===== config.mk =====
export PLATFORM = sky130hd
export DESIGN_NAME = pulse_gen_multi
export DESIGN_NICKNAME = d
export VERILOG_FILES = /design/src/rtl/pulse_gen_pkg.sv /design/src/rtl/pulse_gen_channel.sv /design/src/rtl/pulse_gen_multi.sv
export SDC_FILE = /design/constraint.sdc
export NUM_CORES = 1
export LEC_CHECK = 0
export CAP_MARGIN = 20
export CELL_PAD_IN_SITES_DETAIL_PLACEMENT = 0
export CELL_PAD_IN_SITES_GLOBAL_PLACEMENT = 2
export CORE_ASPECT_RATIO = 0.7
export CORE_MARGIN = 2
export CORE_UTILIZATION = 42
export DETAILED_ROUTE_END_ITERATION = 10
export PLACE_DENSITY_LB_ADDON = 0.25
export SETUP_SLACK_MARGIN = 0.2
export SYNTH_ARGS = -nofsm -noshare
export SYNTH_HDL_FRONTEND = slang
export SYNTH_SLANG_ARGS = --single-unit

===== constraint.sdc =====
create_clock -name clk -period 4 [get_ports clk]
set_clock_uncertainty 0.2 [all_clocks]
set_input_delay 0.4 -clock clk [delete_from_list [all_inputs] [get_ports clk]]
set_output_delay 0.4 -clock clk [all_outputs]
set_load 0.01 [all_outputs]

===== src/rtl/pulse_gen_pkg.sv =====
// Shared types for the multi-channel pulse generator: channel mode, config record,
// default counter width and the channel-index width helper.
package pulse_gen_pkg;

    localparam int unsigned CNT_W_DEF = 16;

    typedef enum logic {
        MODE_CONT    = 1'b0,
        MODE_ONESHOT = 1'b1
    } pg_mode_e;

    typedef struct packed {
        logic [CNT_W_DEF-1:0] period;
        logic [CNT_W_DEF-1:0] width;
        pg_mode_e             mode;
    } pg_cfg_t;

    function automatic int unsigned ch_idx_w(input int unsigned n);
        return (n > 1) ? $clog2(n) : 1;
    endfunction

endpackage


===== src/rtl/pulse_gen_channel.sv =====
// One pulse generator channel: period counter, active/shadow configuration,
// pending-update flag and the registered out/done strobes.
module pulse_gen_channel
    import pulse_gen_pkg::*;
#(
    parameter int unsigned CNT_W      = CNT_W_DEF,
    parameter int unsigned RST_PERIOD = 2,
    parameter int unsigned RST_WIDTH  = 1
) (
    input  logic             clk,
    input  logic             rst,
    input  logic             i_en,
    input  logic             i_wr,
    input  logic [CNT_W-1:0] i_period,
    input  logic [CNT_W-1:0] i_width,
    input  logic             i_oneshot,
    output logic             o_pending,
    output logic             o_out,
    output logic             o_done
);

    typedef struct packed {
        logic [CNT_W-1:0] period;
        logic [CNT_W-1:0] width;
        pg_mode_e         mode;
    } ch_cfg_t;

    typedef enum logic [1:0] {
        ST_IDLE,
        ST_RUN,
        ST_FIN
    } ch_state_e;

    ch_state_e        r_state, w_state_nxt;
    logic [CNT_W-1:0] r_cnt, w_cnt_nxt;
    ch_cfg_t          r_act, r_shd, w_act_nxt, w_shd_nxt, w_new;
    logic             r_pend, w_pend_nxt;
    logic             r_out, w_out_nxt;
    logic             r_done, w_done_nxt;
    logic             w_wrap, w_mid, w_defer, w_commit;

    always_ff @(posedge clk or negedge rst) begin
        if (!rst) begin
            r_state <= ST_IDLE;
            r_cnt   <= '0;
            r_act   <= '{period: CNT_W'(RST_PERIOD), width: CNT_W'(RST_WIDTH), mode: MODE_CONT};
            r_shd   <= '0;
            r_pend  <= 1'b0;
            r_out   <= 1'b0;
            r_done  <= 1'b0;
        end else begin
            r_state <= w_state_nxt;
            r_cnt   <= w_cnt_nxt;
            r_act   <= w_act_nxt;
            r_shd   <= w_shd_nxt;
            r_pend  <= w_pend_nxt;
            r_out   <= w_out_nxt;
            r_done  <= w_done_nxt;
        end
    end

    always_comb begin
        w_new    = '{period: i_period, width: i_width,
                     mode: i_oneshot ? MODE_ONESHOT : MODE_CONT};
        w_wrap   = (r_state == ST_RUN) && i_en && (r_cnt == r_act.period);
        w_mid    = (r_state == ST_RUN) && i_en && !w_wrap;
        w_defer  = i_wr && w_mid;
        // Shadow is also flushed when the channel goes idle, so a stopped channel never blocks writes.
        w_commit = r_pend && (w_wrap || !i_en);

        w_act_nxt = r_act;
        if (w_commit) begin
            w_act_nxt = r_shd;
        end else if (i_wr && !w_mid) begin
            w_act_nxt = w_new;
        end
        w_shd_nxt  = w_defer ? w_new : r_shd;
        w_pend_nxt = w_defer || (r_pend && !w_commit);

        w_state_nxt = r_state;
        w_cnt_nxt   = '0;
        w_out_nxt   = 1'b0;
        w_done_nxt  = 1'b0;
        if (!i_en) begin
            w_state_nxt = ST_IDLE;
        end else begin
            case (r_state)
                ST_IDLE: begin
                    w_state_nxt = ST_RUN;
                    w_out_nxt   = (w_act_nxt.width != '0);
                end
                ST_RUN: begin
                    if (w_wrap) begin
                        if (r_act.mode == MODE_ONESHOT) begin
                            w_state_nxt = ST_FIN;
                            w_done_nxt  = 1'b1;
                        end else begin
                            w_out_nxt = (w_act_nxt.width != '0);
                        end
                    end else begin
                        w_cnt_nxt = r_cnt + CNT_W'(1);
                        w_out_nxt = (w_cnt_nxt < w_act_nxt.width);
                    end
                end
                ST_FIN:  w_state_nxt = ST_FIN;
                default: w_state_nxt = ST_IDLE;
            endcase
        end
    end

    assign o_pending = r_pend;
    assign o_out     = r_out;
    assign o_done    = r_done;

endmodule


===== src/rtl/pulse_gen_multi.sv =====
// Multi-channel programmable periodic pulse generator: per-channel instances plus
// the shared configuration write port (channel decode and ready mux).
module pulse_gen_multi
    import pulse_gen_pkg::*;
#(
    parameter int unsigned NUM_CH     = 4,
    parameter int unsigned CNT_W      = CNT_W_DEF,
    parameter int unsigned RST_PERIOD = 2,
    parameter int unsigned RST_WIDTH  = 1
) (
    input  logic                          clk,
    input  logic                          rst,
    input  logic [NUM_CH-1:0]             en,
    input  logic                          cfg_valid,
    output logic                          cfg_ready,
    input  logic [ch_idx_w(NUM_CH)-1:0]   cfg_ch,
    input  logic [CNT_W-1:0]              cfg_period,
    input  logic [CNT_W-1:0]              cfg_width,
    input  logic                          cfg_oneshot,
    output logic [NUM_CH-1:0]             out,
    output logic [NUM_CH-1:0]             done
);

    localparam int unsigned CH_W = ch_idx_w(NUM_CH);

    logic [NUM_CH-1:0]      w_pend;
    logic [NUM_CH-1:0]      w_wr;
    logic [(1<<CH_W)-1:0]   w_pend_x;

    // Indices beyond NUM_CH read as not pending; writes to them match no channel.
    always_comb begin
        w_pend_x             = '0;
        w_pend_x[NUM_CH-1:0] = w_pend;
    end

    assign cfg_ready = ~w_pend_x[cfg_ch];

    for (genvar c = 0; c < NUM_CH; c++) begin : g_ch
        assign w_wr[c] = cfg_valid & cfg_ready & (cfg_ch == CH_W'(c));

        pulse_gen_channel #(
            .CNT_W      (CNT_W),
            .RST_PERIOD (RST_PERIOD),
            .RST_WIDTH  (RST_WIDTH)
        ) u_ch (
            .clk       (clk),
            .rst       (rst),
            .i_en      (en[c]),
            .i_wr      (w_wr[c]),
            .i_period  (cfg_period),
            .i_width   (cfg_width),
            .i_oneshot (cfg_oneshot),
            .o_pending (w_pend[c]),
            .o_out     (out[c]),
            .o_done    (done[c])
        );
    end

endmodule


==> results.md, run 1 <==
* DRT Wirelength at 51,500 um
* Skew-Pair Late Insertion Delay at 550 ps
* WS Path Type: register to register
* Root Buffer: clkbuf_16
* Ys Warns at 0
* Synth-to-layout area growth at 20.9%
* Area of the multi-input gates at 9060 um^2
* Synth unique cells at 63
* Register area at 8730 um^2
* Unrepaired setup endpoints after global routing: true
* Mapped cell area at 18,100 um^2
* CP Max Fanout at 5
* Util after Layout at 51.6%
* Most frequent cells after synthesis: dfrtp_1 (340), nand2_1 (215), mux2_1 (85), inv_1 (78), xnor2_1 (78)
* Max-Cap Viols at 0
* Post-Layout Inst Area at 21,900 um^2
* # rows at 63
* Core area at 42,400 um^2
* Required @ worst endpoint at 4250 ps
* Static leakage at 10.5 nW
* R2R depth at 19
* WL/cell at 21.0 um
* Starting DRT DRC Count at 794
* RD Place Congestion at 0.865
* Ys flop type: dfrtp_1
* Number of synthesized flops with an enable pin at 0
* Full die area at 44,800 um^2
* Post-synth top area share at 47.0%
* Synth Net Count at 1,823
* Most frequent cell on the critical path: a21oi_2
* Ys async rst share at 100%
* Final period util at 93.7%
* Power Density at 583 nW/um^2
* Final min period at 3750 ps
* H-tree depth at 2
* Fmax at 0.267 GHz
* Status: complete, no violations
* Area contributors post-synth: dfrtp_1 (47%), mux2_1 (5.3%), ha_1 (5.3%)
* Worst hold slack at 203 ps
* Slew Limit Fails at 0
* CTS sink count at 348
* DRC errors left at 0
* Cts bufs inserted at 38
* Worst path max stage delay at 420 ps
* Gate Count Post-Synth at 1,705
* Crit path DAT at 4000 ps
* Initial antenna violation count at 2
* Slowest stage cell on the critical path: dfrtp_1
* Seq/Total Area, Yosys at 48.1%
* Initial Util at 42.7%
* Count leader, synth: dfrtp_1
* Layout cell share with drive strength beyond 1 at 20.0%
* Syn_area_per_cell at 10.6 um^2
* Relative slew margins at 50.7%
* Area after DPL at 19,800 um^2
* DR vias at 13,200
* Final net count at 1,984
* CTS max path bufs at 3
* Antenna-violating nets left at 0
* IO Pins at 51
* Worst slew pin tran at 737 ps
* Max VDD drop at 0.309 mV
* Worst-path cell chain: xor2_1, nor4_2, buf_4, nand4_1, buf_4, buf_6, a21oi_4, buf_12, nand2_4, a21oi_2, a21oi_2, ha_1, a21o_1, a21o_1, a21oi_2, o2111ai_2, a31oi_2, nor4_2, a21oi_1
* Setup violations, final at 0
* CP Capture Type: register
* Setup_tns at 0 ps
* GR Util All Layers at 23.2%
* Vias in the first global route at 13,100
* PortBufs at 50
* Drt via density at 5.39
* Fin. Hold Viols at 0
* CTS tree: done
* Overflow after GRT at 0
* Fill count at 3,878
* Pin count of the biggest net entering global routing at 79
* First-pass DRT Iterations at 5
* Number of synthesized register bits at 348
* Crit path launch type: register
* Worst Hold Class: input port to async pin
* DPL Wire Length at 36,500 um
* Post-synth top area cell: dfrtp_1
* Chip Width at 252 um
* First-pass GRT wire length at 78,800 um
* Vertical die dimension at 178 um
* Reg clk slew, reported paths at 60 ps
[kinds of logic after synthesis]
family / Yosys count / synth area share, %
simple gates: 570 / 15.6
flops: 348 / 48.1
compound gates: 260 / 10.8
mux: 170 / 10.3
buf+inv: 161 / 3.96
xor+xnor: 120 / 5.89
fa+ha+maj: 76 / 5.25
[where the power goes]
| part | switching, mW | internal (mW) | leakage, nW |
|---|---|---|---|
| Clock | 1.52 | 2.09 | 0.615 |
| Sequential | 0.740 | 4.76 | 4.46 |
| Combinational | 1.88 | 1.76 | 5.47 |
[layout by cell type, fill, tap and decap left out, types with 20 or more instances in the layout]
cell	synthesis	final
nand3_1	38	37
mux2_2	53	53
buf_4	9	130
clkdlybuf4s50_1	0	49
nor2_1	73	69
mux2_1	85	85
nand2_1	215	212
clkbuf_16	0	41
and3_1	20	20
nand4_1	24	24
o21a_1	22	22
a21o_1	22	22
xnor2_1	78	74
inv_1	78	78
a21oi_1	29	20
ha_1	76	73
dfrtp_1	340	331
mux2i_1	32	32
a22oi_1	70	69
nor2b_1	63	62
xor2_1	40	40
and2_1	54	54
[what timing repair did]
| item | CTS | global route |
|---|---|---|
| endpoints found under the setup margin | 4 | 4 |
| pin swaps | 2 | 51 |
| hold buffers | 1 | 0 |
| hold endpoints to repair | 56 | 0 |
| setup buffers | 8 | 35 |
| gates cloned | 0 | 4 |
| resized for setup | 9 | 83 |
[metal layers]
metal / track usage (%) / share of wire, %
met1: 35.5 / 50
met2: 34.5 / 43
met3: 4.11 / 5.5
met4: 4.46 / 1.5
met5: 0 / 0
[worst max-delay path: cells and delay by family (launching register included)]
kind | cells | cell delay (ps)
flip-flops | 1 | 420
XOR/XNOR | 1 | 160
AND/OR/NAND/NOR | 4 | 560
buffers and inverters | 4 | 610
adder cells (fa/ha/maj) | 1 | 290
AO/OA/AOI/OAI | 9 | 1430
[registers in the layout, summed over array words and instances (netlist names)]
signal,cells
g_ch.u_ch.o_done,4
g_ch.u_ch.r_shd,132
g_ch.u_ch.r_cnt,64
g_ch.u_ch.o_out,4
g_ch.u_ch.r_state,8
g_ch.u_ch.r_act,132
g_ch.u_ch.o_pending,4
[stage by stage]
step,cells,power (mW),worst slack (ps)
after floorplan,1705,7.74,367
after global placement,2330,8.86,5.30
after detailed placement,2330,8.96,2.53
after CTS,2408,12.7,109
after global routing,2447,13.6,-7.18
final,2451,12.8,252
[worst paths after layout]
path / start / to / slack (ps)
max in group asynchronous: rst / g_ch[1].u_ch.r_cnt[6]$_DFF_PN0_ / 2450
max: g_ch[2].u_ch.r_cnt[7]$_DFF_PN0_ / g_ch[2].u_ch.o_out$_DFF_PN0_ / 250
min: rst / g_ch[3].u_ch.r_act[12]$_DFF_PN0_ / 200
min in group clk: g_ch[3].u_ch.r_act[18]$_DFFE_PN1P_ / g_ch[3].u_ch.r_act[18]$_DFFE_PN1P_ / 260
min reg2reg: g_ch[3].u_ch.r_act[18]$_DFFE_PN1P_ / g_ch[3].u_ch.r_act[18]$_DFFE_PN1P_ / 260
max reg2reg: g_ch[2].u_ch.r_cnt[7]$_DFF_PN0_ / g_ch[2].u_ch.o_out$_DFF_PN0_ / 250
[layout make-up]
class | count | share of cell area [%]
clock inverter | 20 | 0.926
tap | 552 | 3.15
clock buffer | 49 | 4.86
inverter | 78 | 1.34
timing repair buffer | 203 | 8.45
multi-input combinational | 1197 | 41.4
antenna | 4 | 0.0457
sequential | 348 | 39.9
(Power assumes the default switching activity.)
==> run 2: changes to the inputs <==
--- a/config.mk
+++ b/config.mk
@@ -10,7 +10,7 @@
 export CELL_PAD_IN_SITES_GLOBAL_PLACEMENT = 2
 export CORE_ASPECT_RATIO = 0.7
 export CORE_MARGIN = 2
-export CORE_UTILIZATION = 42
+export CORE_UTILIZATION = 45
 export DETAILED_ROUTE_END_ITERATION = 10
 export PLACE_DENSITY_LB_ADDON = 0.25
 export SETUP_SLACK_MARGIN = 0.2
==> constraint.sdc (replaced) <==
create_clock -name clk -period 4.6 [get_ports clk]
set_clock_uncertainty 0.2 [all_clocks]
set_input_delay 0.46 -clock clk [delete_from_list [all_inputs] [get_ports clk]]
set_output_delay 0.46 -clock clk [all_outputs]
set_load 0.1 [all_outputs]
==> results.md, run 2 (same netlist as run 1, synthesis figures left out) <==
* Status: complete, no violations
* Final min period at 4140 ps
* Worst-path cell chain: xnor2_1, nand4_1, nor4_4, a31o_2, buf_4, a221oi_2, or2_2, ha_1, nand3_1, nor2_1, nand2_1, a211oi_1, o31ai_1, a22oi_1, nand3_1
* Vertical die dimension at 172 um
* DRT Wirelength at 49,800 um
* DPL Wire Length at 35,700 um
* Non-Filler Instances at 2,328
* FF-to-FF Start: g_ch[3].u_ch.r_cnt[0]$_DFF_PN0_
* CTS sink count at 348
* CP Capture Type: register
* R2R depth at 15
* Layout cell share with drive strength beyond 1 at 12.4%
* Area after DPL at 19,300 um^2
* Drt via density at 5.54
* Hold Path Depth at 2
* Starting DRT DRC Count at 886
* Relative slew margins at 32.3%
* CTS max path bufs at 3
* N_diodes at 0
* DR top layer: met4
* Slew Limit Fails at 0
* Leading cell type in the layout, fill and taps excluded: dfrtp_1
* Final period util at 89.9%
* Hold_sp: g_ch[1].u_ch.r_act[18]$_DFFE_PN1P_
* Clock network fraction of design power at 29.2%
* CP Max Fanout at 16
* Crit path DAT at 4340 ps
* Full die area at 41,900 um^2
* Core area at 39,700 um^2
* Pin count of the biggest net entering global routing at 111
* Crit path launch type: register
* Fin. Hold Viols at 0
* Worst hold slack at 271 ps
* Switching Share at 32.2%
* First-pass DRT Iterations at 6
* Slowest stage cell on the critical path: dfrtp_1
* WL/cell at 21.4 um
* Max-Cap Viols at 0
* Top flop regs: g_ch.u_ch.r_act (132), g_ch.u_ch.r_shd (132), g_ch.u_ch.r_cnt (64)
* Internal power at 7.42 mW
* Unrepaired setup endpoints after global routing: false
* Reg2reg setup slack at 460 ps
* Power Density at 531 nW/um^2
* Skew-Pair Late Insertion Delay at 530 ps
* Overflow after GRT at 0
* Required @ worst endpoint at 4800 ps
* DR vias at 12,900
* Vias in the first global route at 12,800
* H-tree depth at 2
* Fmax at 0.242 GHz
* Setup violations, final at 0
* Initial Util at 45.6%
* Hold endpoint: g_ch[1].u_ch.r_act[18]$_DFFE_PN1P_
* Reg clk slew, reported paths at 60 ps
* Worst path max stage delay at 560 ps
* Final net count at 1,886
* Max VDD drop at 0.341 mV
* Wl on met1 at 25,300 um
* Chip Width at 244 um
* DRC errors left at 0
* Most frequent cells in the layout: dfrtp_1 (340), nand2_1 (215), mux2_1 (85)
* Critical Path Start: g_ch[3].u_ch.r_cnt[0]$_DFF_PN0_
* Static leakage at 9.98 nW
* PortBufs at 50
* Worst Hold Class: register to register
* Total power at 11.0 mW
* # rows at 61
* Most frequent cell on the critical path: nand3_1
* Initial antenna violation count at 3
* Dpl cells at 2,261
* Root Buffer: clkbuf_16
* WL met3 at 2980 um
* Comb pwr share at 27.2%
* First-pass GRT wire length at 77,200 um
* CTS tree: done
* WS Path Type: register to register
* Metal2 WL at 20,500 um
* RD Place Congestion at 0.831
* Setup_tns at 0 ps
* Fill count at 3,611
* Antenna-violating nets left at 0
* R2r endpoint: g_ch[3].u_ch.o_out$_DFF_PN0_
* Worst slew pin tran at 1010 ps
* Synth-to-layout area growth at 13.9%
* Post-Layout Inst Area at 20,600 um^2
* IO Pins at 51
* GR Util All Layers at 24.2%
* Switching pwr at 3.53 mW
* Sequential power share at 43.6%
* Cts bufs inserted at 36
==> run 2: cell count changes in the layout (fill, tap and decap cells not counted), sizes merged <==
cell,previous run,this run
clkinvlp,5,1
clkbuf,51,49
diode,4,0
a31o,4,3
clkdlybuf4s50,49,48
inv,81,78
bufinv,3,6
clkinv,9,7
buf,151,59
==> run 2: worst max path at each step <==
stage / to
finish: g_ch[3].u_ch.o_out$_DFF_PN0_
global route: g_ch[0].u_ch.o_out$_DFF_PN0_
CTS: g_ch[2].u_ch.o_out$_DFF_PN0_
detailed placement: g_ch[0].u_ch.o_out$_DFF_PN0_
global placement: g_ch[0].u_ch.o_out$_DFF_PN0_
floorplan: g_ch[0].u_ch.o_out$_DFF_PN0_
==> run 2: area by class of cell <==
cell class | instances | area, um^2 | share of cell area [%]
multi-input cells | 1196 | 8710 | 42.2
repair buffers | 108 | 953 | 4.62
clock buffers | 49 | 1060 | 5.14
clock inverters | 14 | 223 | 1.08
well taps | 535 | 669 | 3.24
inverters | 78 | 293 | 1.42
flip-flops and latches | 348 | 8720 | 42.3
==> run 2: stage by stage <==
stage	setup WS (ps)	util (%)
2_1_floorplan	967	-
3_3_place_gp	169	48.6
3_5_place_dp	141	48.6
4_1_cts	310	51.9
5_1_grt	208	52.0
6_report	463	52.0
==> run 2: what timing repair did <==
item,CTS,global route
setup buffers,0,2
hold buffers,1,0
hold endpoints to repair,104,0
endpoints found under the setup margin,0,2
resized for setup,0,2
==> run 2: metal layers <==
layer  track usage, %  up-vias
met3             4.68       54
met2             34.7      293
met5                0        -
met1             37.4     6482
met4             5.89        0
li1                 -     6076
==> run 2: power groups by stage <==
| stage | logic, mW | registers [mW] | clock network [mW] |
|---|---|---|---|
| 5_1_grt | 3.35 | 4.91 | 3.39 |
| 3_5_place_dp | 2.97 | 4.83 | 0 |
| 4_1_cts | 2.99 | 4.78 | 3.26 |
| 3_3_place_gp | 2.89 | 4.80 | 0 |
| 2_1_floorplan | 2.25 | 4.61 | 0 |
| 6_report | 2.98 | 4.78 | 3.19 |
==> run 2: critical path, delay by kind of cell, from the launching register on <==
family	cells	cell delay, ps
adder cells (fa/ha/maj)	1	300
flip-flops	1	560
AO/OA/AOI/OAI	5	1020
XOR/XNOR	1	160
buffers and inverters	1	250
AND/OR/NAND/NOR	7	1490
==> run 3: changes to the inputs <==
--- a/config.mk
+++ b/config.mk
@@ -5,12 +5,13 @@
 export SDC_FILE = /design/constraint.sdc
 export NUM_CORES = 1
 export LEC_CHECK = 0
+export ABC_AREA = 1
 export CAP_MARGIN = 20
 export CELL_PAD_IN_SITES_DETAIL_PLACEMENT = 0
 export CELL_PAD_IN_SITES_GLOBAL_PLACEMENT = 2
 export CORE_ASPECT_RATIO = 0.7
 export CORE_MARGIN = 2
-export CORE_UTILIZATION = 45
+export CORE_UTILIZATION = 41
 export DETAILED_ROUTE_END_ITERATION = 10
 export PLACE_DENSITY_LB_ADDON = 0.25
 export SETUP_SLACK_MARGIN = 0.2
==> results.md, run 3 <==
* Status: complete, no violations
* Crit path DAT at 4080 ps
* CP Capture Type: register
* Worst Hold Class: register to register
* Area contributors post-synth: dfrtp_1 (47%), nand2_1 (12%), inv_1 (7.1%)
* PortBufs at 50
* Reg clk slew, reported paths at 60 ps
* Non-Filler Instances at 2,915
* DRC errors left at 0
* Setup violations, final at 0
* Drt via density at 5.01
* RD Place Congestion at 0.827
* R2r endpoint: g_ch[1].u_ch.o_out$_DFF_PN0_
* Core area at 43,900 um^2
* Power Density at 545 nW/um^2
* Number of synthesized register bits at 348
* First-pass GRT wire length at 83,500 um
* Most frequent cells after synthesis: nand2_1 (574), inv_1 (346), dfrtp_1 (340), nor2_1 (180), o21ai_0 (149)
* CTS tree: done
* Worst slew pin tran at 976 ps
* # rows at 64
* Met1 usage at 38.5%
* Unrepaired setup endpoints after global routing: false
* Overflow after GRT at 0
* Crit path launch type: register
* Worst path max stage delay at 540 ps
* Ys flop type: dfrtp_1
* Initial antenna violation count at 4
* Relative slew margins at 34.8%
* Setup_tns at 0 ps
* Dpl cells at 2,847
* Final period util at 82.8%
* Synth Net Count at 2,379
* Static leakage at 10.3 nW
* Ys Warns at 0
* Slew Limit Fails at 0
* Mapped cell area at 18,300 um^2
* Max-Cap Viols at 0
* Fin. Hold Viols at 0
* Grt peak-use layer: met1
* Met3 global-route usage at 4.03%
* Vias in the first global route at 13,600
* Reg2reg setup slack at 790 ps
* Top flop regs: g_ch.u_ch.r_act (132), g_ch.u_ch.r_shd (132), g_ch.u_ch.r_cnt (64)
* CTS sink count at 348
* Initial Util at 41.7%
* Post-synth top area cell: dfrtp_1
* CTS max path bufs at 3
* Gate Count Post-Synth at 2,261
* Full die area at 46,300 um^2
* Vertical die dimension at 181 um
* CP Max Fanout at 32
* N_diodes at 0
* First-pass DRT Iterations at 5
* Seq/Total Area, Yosys at 47.7%
* Hold endpoint: g_ch[2].u_ch.r_shd[7]$_DFFE_PN0P_
* Cts bufs inserted at 38
* WL/cell at 18.4 um
* Worst-path cell chain: inv_1, nand2_1, nand2_1, nor2_1, nand2_1, nor2_1, nand3_1, nand2_1, nand2_2, buf_4, o21ai_2, inv_1, ha_1, nand2_1, nor2_1, a211oi_1, nand2_1, nand2_1, nand2_1, a21oi_1
* Slowest stage cell on the critical path: dfstp_2
* Hold Path Depth at 2
* Util after Layout at 47.2%
* Most frequent cell on the critical path: nand2_1
* Most frequent cells in the layout: nand2_1 (574), inv_1 (346), dfrtp_1 (340)
* WS Path Type: register to register
* Count leader, synth: nand2_1
* Met2 usage at 31.7%
* Fmax at 0.263 GHz
* Worst hold slack at 286 ps
* Syn_area_per_cell at 8.09 um^2
* Hold_sp: g_ch[2].u_ch.r_shd[7]$_DFFE_PN0P_
* Leading cell type in the layout, fill and taps excluded: nand2_1
* Skew-Pair Late Insertion Delay at 540 ps
* Final min period at 3810 ps
* Max VDD drop at 0.304 mV
* R2R depth at 20
* Synth-to-layout area growth at 13.3%
* Final net count at 2,412
* DRT Wirelength at 53,700 um
* Layout cell share with drive strength beyond 1 at 9.35%
* Ys async rst share at 100%
* IO Pins at 51
* H-tree depth at 2
* FF-to-FF Start: g_ch[1].u_ch.r_act[18]$_DFFE_PN1P_
* Starting DRT DRC Count at 1,353
* GR Util All Layers at 23.5%
* Required @ worst endpoint at 4870 ps
* Antenna-violating nets left at 0
* Total power at 11.3 mW
* Chip Width at 256 um
* Root Buffer: clkbuf_16
* DR vias at 14,600
* Synth unique cells at 45
* Post-synth top area share at 46.5%
* Post-cts resize count at 0
* Number of synthesized flops with an enable pin at 0
* Pin count of the biggest net entering global routing at 104
* DPL Wire Length at 39,300 um
-- run 3: changes by cell type after synthesis, sizes merged, moves of 65 or more --
cell    change
nand2     +375
inv       +327
o21ai     +186
mux2      -138
nor2      +110
xnor2      -79
a22oi      -70
o221ai     +65
-- run 3: layout make-up --
| type | count | area [um^2] |
|---|---|---|
| Clock inverter | 6 | 155 |
| Tap cell | 594 | 743 |
| Inverter | 405 | 1520 |
| Sequential cell | 348 | 8720 |
| Timing Repair Buffer | 81 | 776 |
| Clock buffer | 61 | 1180 |
| Multi-Input combinational cell | 1420 | 7620 |
| Fill cell | 4358 | 23200 |
-- run 3: how the worst max path moves through the flow --
stage | startpoint | end | slack, ps
detailed placement | cfg_ch[0] | g_ch[2].u_ch.o_out$_DFF_PN0_ | 360
global placement | cfg_ch[0] | g_ch[2].u_ch.o_out$_DFF_PN0_ | 470
finish | g_ch[1].u_ch.r_act[18]$_DFFE_PN1P_ | g_ch[1].u_ch.o_out$_DFF_PN0_ | 790
floorplan | g_ch[3].u_ch.r_cnt[0]$_DFF_PN0_ | g_ch[3].u_ch.o_out$_DFF_PN0_ | 1690
global route | g_ch[0].u_ch.r_cnt[3]$_DFF_PN0_ | g_ch[0].u_ch.o_out$_DFF_PN0_ | 390
CTS | g_ch[1].u_ch.r_cnt[15]$_DFF_PN0_ | g_ch[1].u_ch.o_out$_DFF_PN0_ | 750
-- run 3: stage by stage --
stage / worst slack (ps) / area, um^2
floorplan: 1690 / 18300
CTS: 750 / 20700
detailed placement: 362 / 19400
finish: 791 / 20700
global route: 387 / 20700
global placement: 475 / 19300
-- run 3: cell families after synthesis --
logic type / synth area share [%]
AO/OA/AOI/OAI: 12.8
XOR/XNOR: 2.39
adder cells (fa/ha/maj): 5.20
buffers and inverters: 10.8
flip-flops: 47.7
AND/OR/NAND/NOR: 21.1
-- run 3: where the power goes --
| group | switching (mW) | internal (mW) |
|---|---|---|
| clock | 1.30 | 2.03 |
| sequential | 0.471 | 4.17 |
| combinational | 2.14 | 1.19 |
| total | 3.90 | 7.39 |
-- run 3: critical path: cells and delay by family, from the launching register on --
kind / cells / cell delay (ps)
AND/OR/NAND/NOR: 13 / 1640
flip-flops: 1 / 540
buffers and inverters: 3 / 540
AO/OA/AOI/OAI: 3 / 520
adder cells (fa/ha/maj): 1 / 290
-- run 3: layer usage --
| layer | vias to the layer above | wire, um |
|---|---|---|
| met3 | 63 | 3350 |
| met4 | 2 | 977 |
| li1 | 7220 | - |
| met5 | - | 13 |
| met2 | 363 | 21100 |
| met1 | 6944 | 28200 |
-- run 3: timing repair --
item | 4_1_cts | 5_1_grt
setup endpoints to repair | 0 | 0
buffers inserted | 0 | 0
hold buffers | 1 | 0
endpoints found under the hold margin | 97 | 0
